**src/rtl/gpu_text_writer.sv**
```systemverilog
// gpu_text_writer
//
// Bus-side writer for the 64x16 text-mode VRAM. Accepts DATA/CURSOR/CTRL/ATTR
// register accesses, keeps a hardware cursor and drives the VRAM write port,
// one 16-bit cell {attr, char} per cycle at address {row[3:0], col[5:0]}.
//
// Ports:
//   clk        single clock
//   W_RST      synchronous active-high reset
//   W_STB      bus strobe, held by the master until W_ACK
//   W_WE       1 = write, 0 = read
//   W_ADDR     register select in W_ADDR[3:2]
//   W_DAT_I    write data
//   W_DAT_O    read data, valid while W_ACK = 1
//   W_ACK      one-cycle completion pulse
//   vram_addr  VRAM write address {row, col}
//   vram_data  VRAM write data {attr, char}
//   vram_we    VRAM write enable

module gpu_text_writer #(
    parameter logic [7:0] CLEAR_CHAR = 8'h20,
    parameter logic [7:0] ATTR_RESET = 8'h00
) (
    input  logic        clk,
    input  logic        W_RST,
    input  logic        W_STB,
    input  logic        W_WE,
    input  logic [31:0] W_ADDR,
    input  logic [31:0] W_DAT_I,
    output logic [31:0] W_DAT_O,
    output logic        W_ACK,
    output logic [9:0]  vram_addr,
    output logic [15:0] vram_data,
    output logic        vram_we
);

    localparam logic [7:0] ChCr = 8'h0D;
    localparam logic [7:0] ChBs = 8'h08;
    localparam logic [7:0] ChLf = 8'h0A;

    localparam logic [1:0] RegData   = 2'd0;
    localparam logic [1:0] RegCursor = 2'd1;
    localparam logic [1:0] RegCtrl   = 2'd2;
    localparam logic [1:0] RegAttr   = 2'd3;

    localparam logic [31:0] CtrlReadValue = 32'h0000_1040;

    typedef enum logic [2:0] {
        StIdle,
        StChar,
        StClrRow,
        StClrAll,
        StAck
    } state_e;

    state_e      state_q;
    logic [5:0]  col_q;
    logic [3:0]  row_q;
    logic [7:0]  attr_q;
    logic [7:0]  last_q;
    logic        ack_q;
    logic [31:0] dat_o_q;
    logic        vram_we_q;
    logic [9:0]  vram_addr_q;
    logic [15:0] vram_data_q;

    logic       accept;
    logic [7:0] wr_char;
    logic [3:0] row_inc;
    logic [1:0] reg_sel;

    assign accept  = (state_q == StIdle) && W_STB && !ack_q;
    assign wr_char = W_DAT_I[7:0];
    assign row_inc = row_q + 4'd1;
    assign reg_sel = W_ADDR[3:2];

    // Address and data bits outside the decoded fields are ignored.
    logic unused_bits;
    assign unused_bits = ^{W_ADDR[31:4], W_ADDR[1:0], W_DAT_I[31:12]};

    always_ff @(posedge clk) begin
        if (W_RST) begin
            state_q     <= StIdle;
            col_q       <= 6'd0;
            row_q       <= 4'd0;
            attr_q      <= ATTR_RESET;
            last_q      <= 8'h00;
            ack_q       <= 1'b0;
            dat_o_q     <= 32'h0;
            vram_we_q   <= 1'b0;
            vram_addr_q <= 10'd0;
            vram_data_q <= 16'h0;
        end else begin
            unique case (state_q)
                StIdle: begin
                    if (accept) begin
                        if (!W_WE) begin
                            ack_q   <= 1'b1;
                            state_q <= StAck;
                            case (reg_sel)
                                RegData:   dat_o_q <= {16'h0, attr_q, last_q};
                                RegCursor: dat_o_q <= {20'h0, row_q, 2'b00, col_q};
                                RegCtrl:   dat_o_q <= CtrlReadValue;
                                default:   dat_o_q <= {24'h0, attr_q};
                            endcase
                        end else begin
                            dat_o_q <= 32'h0;
                            case (reg_sel)
                                RegData: begin
                                    case (wr_char)
                                        ChCr: begin
                                            col_q   <= 6'd0;
                                            ack_q   <= 1'b1;
                                            state_q <= StAck;
                                        end
                                        ChBs: begin
                                            if (col_q != 6'd0) begin
                                                col_q <= col_q - 6'd1;
                                            end
                                            ack_q   <= 1'b1;
                                            state_q <= StAck;
                                        end
                                        ChLf: begin
                                            // First clear cell goes out with the cursor move.
                                            col_q       <= 6'd0;
                                            row_q       <= row_inc;
                                            vram_we_q   <= 1'b1;
                                            vram_addr_q <= {row_inc, 6'd0};
                                            vram_data_q <= {attr_q, CLEAR_CHAR};
                                            state_q     <= StClrRow;
                                        end
                                        default: begin
                                            vram_we_q   <= 1'b1;
                                            vram_addr_q <= {row_q, col_q};
                                            vram_data_q <= {attr_q, wr_char};
                                            last_q      <= wr_char;
                                            col_q       <= col_q + 6'd1;
                                            if (col_q == 6'd63) begin
                                                row_q <= row_inc;
                                            end
                                            state_q     <= StChar;
                                        end
                                    endcase
                                end
                                RegCursor: begin
                                    col_q   <= W_DAT_I[5:0];
                                    row_q   <= W_DAT_I[11:8];
                                    ack_q   <= 1'b1;
                                    state_q <= StAck;
                                end
                                RegCtrl: begin
                                    if (W_DAT_I[0]) begin
                                        vram_we_q   <= 1'b1;
                                        vram_addr_q <= 10'd0;
                                        vram_data_q <= {attr_q, CLEAR_CHAR};
                                        state_q     <= StClrAll;
                                    end else begin
                                        ack_q   <= 1'b1;
                                        state_q <= StAck;
                                    end
                                end
                                default: begin
                                    attr_q  <= W_DAT_I[7:0];
                                    ack_q   <= 1'b1;
                                    state_q <= StAck;
                                end
                            endcase
                        end
                    end
                end

                StChar: begin
                    // The cursor already advanced; col 0 here means the write wrapped.
                    if (col_q == 6'd0) begin
                        vram_addr_q <= {row_q, 6'd0};
                        vram_data_q <= {attr_q, CLEAR_CHAR};
                        state_q     <= StClrRow;
                    end else begin
                        vram_we_q <= 1'b0;
                        ack_q     <= 1'b1;
                        state_q   <= StAck;
                    end
                end

                StClrRow: begin
                    if (vram_addr_q[5:0] == 6'd63) begin
                        vram_we_q <= 1'b0;
                        ack_q     <= 1'b1;
                        state_q   <= StAck;
                    end else begin
                        vram_addr_q <= vram_addr_q + 10'd1;
                    end
                end

                StClrAll: begin
                    if (vram_addr_q == 10'd1023) begin
                        vram_we_q <= 1'b0;
                        col_q     <= 6'd0;
                        row_q     <= 4'd0;
                        ack_q     <= 1'b1;
                        state_q   <= StAck;
                    end else begin
                        vram_addr_q <= vram_addr_q + 10'd1;
                    end
                end

                StAck: begin
                    ack_q   <= 1'b0;
                    dat_o_q <= 32'h0;
                    state_q <= StIdle;
                end

                default: begin
                    vram_we_q <= 1'b0;
                    ack_q     <= 1'b0;
                    state_q   <= StIdle;
                end
            endcase
        end
    end

    assign W_ACK     = ack_q;
    assign W_DAT_O   = dat_o_q;
    assign vram_we   = vram_we_q;
    assign vram_addr = vram_addr_q;
    assign vram_data = vram_data_q;

endmodule

```
**config.mk**
```make
export PLATFORM = sky130hd
export DESIGN_NAME = gpu_text_writer
export DESIGN_NICKNAME = d
export VERILOG_FILES = /design/src/rtl/gpu_text_writer.sv
export SDC_FILE = /design/constraint.sdc
export NUM_CORES = 1
export LEC_CHECK = 0
export ABC_AREA = 1
export ABC_CLOCK_PERIOD_IN_PS = 2300
export BUFFER_PORTS_ARGS = -buffer_cell sky130_fd_sc_hd__buf_2
export CAP_MARGIN = 20
export CORE_MARGIN = 3
export CORE_UTILIZATION = 47
export DETAILED_ROUTE_END_ITERATION = 8
export PLACE_DENSITY = 0.79
export SETUP_SLACK_MARGIN = 0.05
export SLEW_MARGIN = 10
export SYNTH_ARGS = -nofsm -noshare
export SYNTH_HDL_FRONTEND = slang
export SYNTH_SLANG_ARGS = --single-unit
```
**constraint.sdc**
```tcl
create_clock -name clk -period 2.3 [get_ports clk]
set_clock_uncertainty 0.1 [all_clocks]
set_input_delay 0.69 -clock clk [delete_from_list [all_inputs] [get_ports clk]]
set_output_delay 0.69 -clock clk [all_outputs]
set_load 0.02 [all_outputs]
```
==> out/summary.txt, run 1 <==
Drt drc -> 0
Clock latency on the worst-skew pair -> 350 ps
Synth warn -> 0
# rows -> 33
GRT Util Overall -> 0.239
WL/cell -> 14.6 um
Reg clk slew, reported paths -> 80 ps
Placed inst area -> 0.00468 mm^2
Pwr Total -> 4.80 mW
Number of CTS-inserted buffers -> 9
H-tree lvl count -> 3
First-pass GRT wire length -> 19.2 mm
Distinct cells, synth -> 38
Final worst path period need -> 2110 ps
Final WL -> 11.7 mm
Cells after synthesis -> 602
Maxcap violations -> 0
Pwr dens -> 981 mW/mm^2
Largest fanout on the critical path -> 5
Ports -> 128
Layout fillers -> 783
Slowest stage delay, CP -> 300 ps
Hold-fix buffers, CTS -> 0
GPL Wtd Cong -> 0.944
Die Width -> 99.2 um
Crit Path Class -> in -> reg
Worst vdd ir -> 0.732 mV
DRT iter0 DRCs -> 357
# setup viols final -> 0
RSZ-0062 raised after global routing -> no
Root buffer cell -> clkbuf_8
Worst-margin pin slew -> 576 ps
#FFs+latches synth -> 73
DR vias/cell -> 5.36
Share of cells above drive strength 1 -> 0.239
Final layout net count -> 766
Vias in the first global route -> 4158
Clk sink count -> 73
Max Slew Vio Count -> 0
Largest net degree at the start of global routing -> 44
CTS tree -> done
Netlist Area Pre-Place -> 0.00409 mm^2
Syn Area/Cell -> 6.79 um^2
N_diodes -> 0
Die area -> 0.00985 mm^2
Final TNS setup -> 0 ps
Crit-path cells -> buf_2 > nor2_1 > nand3_1 > nor2_4 > ha_1 > nand2_1 > nand2_1 > a21oi_2 > xor2_1 > o21ai_0 > nand2_1 > a21oi_1
Initial antenna violation count -> 0
HPWL Detailed -> 8.58 mm
Slowest CP cell -> ha_1
Worst setup EP type -> flop
Crit share post-route -> 0.919
CP arrival -> 2300 ps
Initial core utilization -> 0.490
CP Launch Type -> primary input
Status -> finished clean
Worst EP required -> 2480 ps
Hold Fails Final Rpt -> 0
Clock Tree Buf Depth -> 2
Total gr overflow -> 0
Die Y -> 99.2 um
Layout area overhead -> 19.8%
DRT Pass-1 Iters -> 5
Worst Hold Class -> reg -> reg
Port Buffer Count -> 61
Relative slew slack -> 0.616
Total number of vias -> 4297
CP dominant cell by count -> nand2_1
Routed Antenna Nets -> 0
Core area -> 0.00834 mm^2
Leakage power -> 2.23 nW
Post-route cell area -> 0.00489 mm^2
Fmax -> 473 MHz
Register area share after synthesis -> 0.358
==> critical path, delay by kind of cell <==
family | cells | cell delay [ps]
xor+xnor | 1 | 70
compound gates | 3 | 430
buf+inv | 1 | 130
simple gates | 6 | 680
fa+ha+maj | 1 | 300
==> sequential cells by signal (all words and copies together), names as in the netlist <==
name,flops
attr_q,8
vram_data,16
vram_addr,10
state_q,3
last_q,8
W_DAT_O,16
W_ACK,1
row_q,4
col_q,6
vram_we,1
==> cells in the final DEF, fill, tap and decap left out, types with 4 or more instances in the layout <==
master	netlist	routed
buf_2	9	61
o211ai_1	9	9
conb_1	1	16
nor2_1	58	56
nor3_1	8	8
nand2_2	8	8
o21ai_1	9	9
o21ai_0	22	22
nor2_4	3	4
inv_1	43	43
buf_4	18	39
ha_1	6	6
inv_2	20	20
a21oi_1	69	68
a32oi_1	5	5
nand2_1	144	144
nor2_2	7	8
clkbuf_8	0	9
nand3_1	30	30
dfxtp_1	73	73
nand4_1	16	16
o22ai_1	6	6
==> worst paths after layout <==
| check | from | depth (start not counted) | endpoint | slack [ps] |
|---|---|---|---|---|
| worst max register to register | state_q[1]$_SDFFE_PP0P_ | 11 | row_q[1]$_SDFFE_PP0P_ | 300 |
| worst min register to register | vram_data[5]$_SDFFE_PP0P_ | 2 | vram_data[5]$_SDFFE_PP0P_ | 350 |
| worst max-delay path | W_DAT_I[7] | 12 | col_q[3]$_SDFFE_PP0P_ | 190 |
| worst min-delay path | vram_data[5]$_SDFFE_PP0P_ | 2 | vram_data[5]$_SDFFE_PP0P_ | 350 |
==> layout make-up <==
cell class                      count  area, um^2  area share
Clock inverter                      7        83.8      0.0171
Clock buffer                        9         124      0.0253
Multi-Input combinational cell    443        2240       0.458
Tap cell                          105         131      0.0268
Sequential cell                    73        1460       0.299
Timing Repair Buffer              101         618       0.126
Inverter                           63         236      0.0483
==> cells by family after synthesis <==
family                   count (synthesis)  share of synthesized area
flip-flops                              73                      0.358
AND/OR/NAND/NOR                        283                      0.311
adder cells (fa/ha/maj)                  7                     0.0233
buffers and inverters                  101                      0.112
other                                    1                   0.000918
XOR/XNOR                                 6                     0.0129
AO/OA/AOI/OAI                          131                      0.182
==> per-layer routing <==
layer,track usage,part of all wire,wire length [um],vias up
li1,-,-,-,2140
met1,0.313,0.43,5060,1946
met2,0.387,0.46,5390,174
met3,0.0421,0.072,843,37
met4,0.101,0.032,369,0
met5,0,0,0,-
==> where the power goes <==
part / switching [mW] / leakage [nW] / internal (mW)
Clock: 0.555 / 0.103 / 0.522
Sequential: 0.205 / 0.592 / 1.48
Combinational: 1.39 / 1.54 / 0.651
==> what timing repair did <==
action | 4_1_cts | 5_1_grt
resized for setup | 0 | 2
buffers inserted | 0 | 0
setup endpoints to repair | 0 | 3
endpoints found under the hold margin | 0 | 0
==> synthesized netlist by cell type (all sizes together) <==
library cell | number | area share
nand3 | 32 | 0.042
o221ai | 3 | 0.0064
o211ai | 9 | 0.017
ha | 6 | 0.018
xor2 | 3 | 0.0064
a21oi | 70 | 0.088
xnor2 | 3 | 0.0064
nor3 | 10 | 0.016
o2111ai | 1 | 0.0021
fa | 1 | 0.0049
or2 | 1 | 0.0015
dfxtp | 73 | 0.36
clkbuf | 11 | 0.010
a31oi | 2 | 0.0031
nand2 | 152 | 0.14
buf | 27 | 0.044
o21ai | 31 | 0.038
nand3b | 3 | 0.0055
a211oi | 2 | 0.0037
nand4 | 16 | 0.024
o2bb2ai | 1 | 0.0021
a22oi | 1 | 0.0018
a32oi | 5 | 0.011
nor2 | 69 | 0.077
conb | 1 | 0.00092
o22ai | 6 | 0.0092
inv | 63 | 0.058
==> metrics by stage <==
stage | cells | util | worst slack, ps | hold slack (ps)
after floorplan | 617 | - | 80.3 | 325
final | 801 | 0.587 | 186 | 351
after CTS | 801 | 0.586 | 121 | 353
after global placement | 785 | 0.561 | -213 | 336
after global routing | 801 | 0.587 | 34.3 | 384
after detailed placement | 785 | 0.561 | -249 | 336
(Power assumes the default switching activity.)
==> run 2: changes to the inputs <==
--- a/config.mk
+++ b/config.mk
@@ -5,7 +5,6 @@
 export SDC_FILE = /design/constraint.sdc
 export NUM_CORES = 1
 export LEC_CHECK = 0
-export ABC_AREA = 1
 export ABC_CLOCK_PERIOD_IN_PS = 2300
 export BUFFER_PORTS_ARGS = -buffer_cell sky130_fd_sc_hd__buf_2
 export CAP_MARGIN = 20
==> out/summary.txt, run 2 <==
Leakage power -> 2.34 nW
Clock network power share -> 0.211
Area used by multi-input combinational logic -> 0.00276 mm^2
Setup ws final -> -200 ps
DR vias/cell -> 6.18
Hold path endpoint -> W_DAT_O[7]$_SDFFE_PP0P_
Largest fanout on the critical path -> 4
# setup viols final -> 22
Commonest non-fill, non-tap cell in the layout -> buf_4
GRT Max-Usage Layer -> met2
Register share of total power -> 0.305
Die Width -> 99.7 um
N_diodes -> 0
Pwr Total -> 5.11 mW
Reg clk slew, reported paths -> 90 ps
DRT iter0 DRCs -> 357
WHS -> 365 ps
Distinct cells, synth -> 71
WHS Path Cells -> 2
GRT Util Overall -> 0.276
DP Worst Slack -> -629 ps
Largest net degree at the start of global routing -> 42
Most common cell in the netlist -> dfxtp_1
DRT Pass-1 Iters -> 5
Critical R2R Launch -> state_q[2]$_SDFFE_PP0P_
Number of CTS-inserted buffers -> 9
Crit Path Class -> in -> reg
Status -> complete, but fails checks
Clock latency on the worst-skew pair -> 360 ps
CP arrival -> 2660 ps
Register area -> 0.00146 mm^2
Capture point of the worst reg-to-reg path -> vram_addr[9]$_SDFFE_PP0P_
Synth warn -> 0
Worst EP required -> 2460 ps
Maxcap violations -> 0
#FFs+latches synth -> 73
Relative slew slack -> 0.559
Async SR Flop Fraction -> 0
Final layout net count -> 710
Failing checks -> setup timing
Hold Fails Final Rpt -> 0
Worst Path Buf+Inv -> 2
Layout fillers -> 680
H-tree lvl count -> 3
Worst Hold Class -> reg -> reg
Layout area overhead -> 39.3%
Crit. Startpoint -> W_DAT_I[1]
Crit share post-route -> 1.09
Max Slew Vio Count -> 0
HPWL Detailed -> 10.4 mm
Ports -> 128
Yosys top cell by area -> dfxtp_1
Hold_sp -> last_q[7]$_SDFFE_PP0P_
Worst setup EP type -> flop
CP Launch Type -> primary input
Register area share after synthesis -> 0.354
Root buffer cell -> clkbuf_8
Sw power -> 2.18 mW
Worst vdd ir -> 0.480 mV
Met2 Track Usage GR -> 0.447
Netlist Area Pre-Place -> 0.00413 mm^2
Switch share -> 0.426
Clock Tree Buf Depth -> 2
Most frequent cells after synthesis -> dfxtp_1, nor2_1, a21oi_1, nand2_1, o21ai_0
First-pass GRT wire length -> 21.9 mm
Post-synth top area share -> 0.354
Initial antenna violation count -> 0
Number of synthesized flops with an enable pin -> 0
Reg2Reg Setup Slack -> -90 ps
Cells after synthesis -> 493
Hold-fix buffers, CTS -> 0
Most frequent cells in the layout -> buf_4, dfxtp_1, buf_2
Met3 usage -> 0.0421
Final WL -> 14.9 mm
Slowest stage delay, CP -> 520 ps
CTS tree -> done
Clk sink count -> 73
Die area -> 0.00994 mm^2
Reg2reg path depth -> 7
Total number of vias -> 4607
Total gr overflow -> 0
Final TNS setup -> -1260 ps
Drt drc -> 0
Crit-path cells -> buf_6 > or4b_4 > nand2b_4 > inv_4 > ha_4 > nor2b_4 > o21a_1 > or3_1 > a32oi_1 > o2bb2ai_1
Internal power -> 2.93 mW
WL/cell -> 20.0 um
Pwr dens -> 889 mW/mm^2
Vias in the first global route -> 4255
Syn Area/Cell -> 8.37 um^2
Share of cells above drive strength 1 -> 0.389
Worst-margin pin slew -> 659 ps
Core area -> 0.00838 mm^2
Port Buffer Count -> 61
Final worst path period need -> 2500 ps
Dominant synthesized flop cell -> dfxtp_1
# rows -> 33
Initial core utilization -> 0.492
RSZ-0062 raised after global routing -> yes
Crit path max-delay family -> simple AND/OR/NAND/NOR gates
GRT met1 Usage -> 0.362
GPL Wtd Cong -> 1.01
Fmax -> 400 MHz
Routed Antenna Nets -> 0
Die Y -> 99.7 um
Area contributors post-synth -> dfxtp_1, nor2_1, mux2i_1, a21oi_1, o21ai_0
Slowest CP cell -> or4b_4
Comb pwr share -> 0.483
-- run 2: layer usage --
| layer | vias up | wire length [um] |
|---|---|---|
| met2 | 267 | 7170 |
| met4 | 0 | 590 |
| li1 | 2094 | - |
| met3 | 58 | 1240 |
| met5 | - | 0 |
| met1 | 2188 | 5880 |
-- run 2: cells by family after synthesis --
family	after synthesis	synth area share
and+or+nand+nor	174	0.230
AOI/OAI and AO/OA	155	0.259
DFF	73	0.354
buffers and inverters	57	0.0710
muxes	20	0.0488
adders and majority gates	7	0.0231
xor gates and xnor gates	6	0.0127
other	1	0.000909
-- run 2: worst max path at each step --
stage          slack (ps)  cells past startpoint               endpoint
2_1_floorplan        -410                      9  col_q[4]$_SDFFE_PP0P_
3_3_place_gp         -580                     10  col_q[4]$_SDFFE_PP0P_
3_5_place_dp         -630                     10  col_q[3]$_SDFFE_PP0P_
4_1_cts              -180                     10  col_q[4]$_SDFFE_PP0P_
5_1_grt              -210                     10  col_q[4]$_SDFFE_PP0P_
6_report             -200                     10  col_q[4]$_SDFFE_PP0P_
-- run 2: cell type report --
| cell class | instances | area share |
|---|---|---|
| repair buffers | 160 | 0.197 |
| multi-input cells | 378 | 0.480 |
| flip-flops and latches | 73 | 0.255 |
| well taps | 105 | 0.0229 |
| inverters | 13 | 0.00892 |
| clock buffers | 9 | 0.0215 |
| clock inverters | 7 | 0.0148 |
-- run 2: stage by stage --
| step | cells | instance area (um^2) | utilization |
|---|---|---|---|
| 5_1_grt | 745 | 5750 | 0.686 |
| 4_1_cts | 739 | 5420 | 0.647 |
| 2_1_floorplan | 508 | 4240 | - |
| 3_5_place_dp | 721 | 5110 | 0.610 |
| 6_report | 745 | 5750 | 0.686 |
| 3_3_place_gp | 721 | 5110 | 0.610 |
-- run 2: what timing repair did --
| action | 4_1_cts | 5_1_grt |
|---|---|---|
| resized for setup | 21 | 76 |
| pin swaps | 13 | 35 |
| gates cloned | 0 | 2 |
| setup endpoints to repair | 45 | 44 |
| setup buffers | 2 | 5 |
-- run 2: worst reg2reg max path, cell delays in order, from the launching register on --
cell      delay, ps
dfxtp_1         510
or3_1           250
a211oi_1        100
buf_4           160
a211oi_4        580
buf_6           250
a31oi_4         100
a311oi_2        240
-- run 2: power groups by stage --
stage	Combinational, mW	Clock, mW	Sequential [mW]
finish	2.47	1.08	1.56
global route	2.62	1.13	1.57
CTS	2.06	1.09	1.54
detailed placement	2.01	0	1.56
global placement	1.97	0	1.56
floorplan	1.06	0	1.64
==> run 3: changes to the inputs <==
--- a/config.mk
+++ b/config.mk
@@ -9,9 +9,9 @@
 export BUFFER_PORTS_ARGS = -buffer_cell sky130_fd_sc_hd__buf_2
 export CAP_MARGIN = 20
 export CORE_MARGIN = 3
-export CORE_UTILIZATION = 47
+export CORE_UTILIZATION = 42
 export DETAILED_ROUTE_END_ITERATION = 8
-export PLACE_DENSITY = 0.79
+export PLACE_DENSITY = 0.72
 export SETUP_SLACK_MARGIN = 0.05
 export SLEW_MARGIN = 10
 export SYNTH_ARGS = -nofsm -noshare
==> out/summary.txt, run 3 (synthesized netlist as in run 2, its figures left out) <==
DRT iter0 DRCs -> 278
DRT Pass-1 Iters -> 6
Crit Path Class -> in -> reg
Die Y -> 105 um
Sw power -> 2.12 mW
Drt drc -> 0
Core area -> 0.00937 mm^2
CP Launch Type -> primary input
Final TNS setup -> -789 ps
Final Util -> 0.624
Slowest stage delay, CP -> 520 ps
Reg clk slew, reported paths -> 80 ps
Port Buffer Count -> 61
# setup viols final -> 7
First-pass GRT wire length -> 22.0 mm
Layout area overhead -> 41.8%
Leakage power -> 2.35 nW
Worst setup EP type -> flop
Share of cells above drive strength 1 -> 0.399
Comb pwr share -> 0.488
Ports -> 128
Fmax -> 389 MHz
Most frequent cells in the layout -> buf_4, dfxtp_1, buf_2
Largest fanout on the critical path -> 4
Commonest non-fill, non-tap cell in the layout -> buf_4
Crit-path cells -> buf_6 > or4b_4 > nand2b_4 > inv_4 > ha_4 > nor2b_4 > o21a_1 > or3_1 > a32oi_2 > o2bb2ai_1
Switch share -> 0.422
DR vias/cell -> 5.91
Final WL -> 14.3 mm
Hold Fails Final Rpt -> 0
# rows -> 35
CP arrival -> 2700 ps
H-tree lvl count -> 3
Worst EP required -> 2430 ps
Worst vdd ir -> 0.454 mV
Status -> complete, but fails checks
Root buffer cell -> clkbuf_8
GPL Wtd Cong -> 0.931
CTS tree -> done
Number of CTS-inserted buffers -> 9
Max Slew Vio Count -> 0
Vias in the first global route -> 4337
Worst Hold Class -> reg -> reg
Initial antenna violation count -> 0
Largest net degree at the start of global routing -> 43
Die area -> 0.0110 mm^2
WL/cell -> 18.5 um
Placed inst area -> 0.00511 mm^2
Register share of total power -> 0.310
Internal power -> 2.90 mW
Routed Antenna Nets -> 0
Maxcap violations -> 0
WHS -> 368 ps
GRT Util Overall -> 0.247
Initial core utilization -> 0.440
Crit share post-route -> 1.12
Worst-margin pin slew -> 588 ps
Die Width -> 105 um
Pwr dens -> 859 mW/mm^2
Total number of vias -> 4555
HPWL Detailed -> 10.2 mm
Failing checks -> setup timing
Clock latency on the worst-skew pair -> 350 ps
RSZ-0062 raised after global routing -> yes
Total gr overflow -> 0
N_diodes -> 0
Relative slew slack -> 0.607
Final layout net count -> 713
Clk sink count -> 73
Hold-fix buffers, CTS -> 0
Final worst path period need -> 2570 ps
Clock network power share -> 0.201
Clock Tree Buf Depth -> 2
Slowest CP cell -> or4b_4
Pwr Total -> 5.03 mW
Setup ws final -> -270 ps
Post-route cell area -> 0.00585 mm^2
## run 3: what timing repair did
item	4_1_cts	5_1_grt
setup endpoints to repair	31	45
pin swaps	26	30
gates resized for setup	40	60
cloned	1	1
buffers inserted	8	6
## run 3: final timing paths
check	start	endpoint	slack (ps)	depth (start not counted)
max	W_DAT_I[1]	col_q[4]$_SDFFE_PP0P_	-270	10
min reg2reg	last_q[7]$_SDFFE_PP0P_	W_DAT_O[7]$_SDFFE_PP0P_	370	2
min	last_q[7]$_SDFFE_PP0P_	W_DAT_O[7]$_SDFFE_PP0P_	370	2
max reg2reg	state_q[0]$_SDFFE_PP0P_	vram_addr[5]$_SDFFE_PP0P_	120	9
## run 3: power groups by stage
stage	clock network [mW]	logic, mW	registers, mW
final	1.01	2.45	1.56
after global routing	1.07	2.62	1.58
after CTS	1.03	2.11	1.54
after detailed placement	0	1.98	1.57
after global placement	0	1.96	1.56
after floorplan	0	1.06	1.64
## run 3: cell type report
type / instances / area, um^2
tap: 129 / 161
clock buffer: 9 / 124
timing repair buffer: 163 / 1170
inverter: 13 / 51.3
sequential: 73 / 1460
clock inverter: 6 / 67.6
fill: 822 / 3520
multi-input combinational: 378 / 2810
## run 3: stage by stage
| step | setup slack (ps) | cells |
|---|---|---|
| floorplan | -415 | 508 |
| global placement | -595 | 741 |
| detailed placement | -629 | 741 |
| CTS | -234 | 765 |
| global route | -339 | 771 |
| finish | -270 | 771 |
## run 3: routing by layer
layer	vias up	wire length, um	track usage	share of wire
met4	0	422	0.0984	0.030
met3	35	860	0.0377	0.060
met2	211	7010	0.413	0.49
met5	-	0	0	0
li1	2105	-	-	-
met1	2204	5970	0.318	0.42
## run 3: worst max-delay path, delay by kind of cell
kind            cells  cell delay [ps]
fa+ha+maj           1              200
compound gates      3              470
buf+inv             2              190
simple gates        4             1150
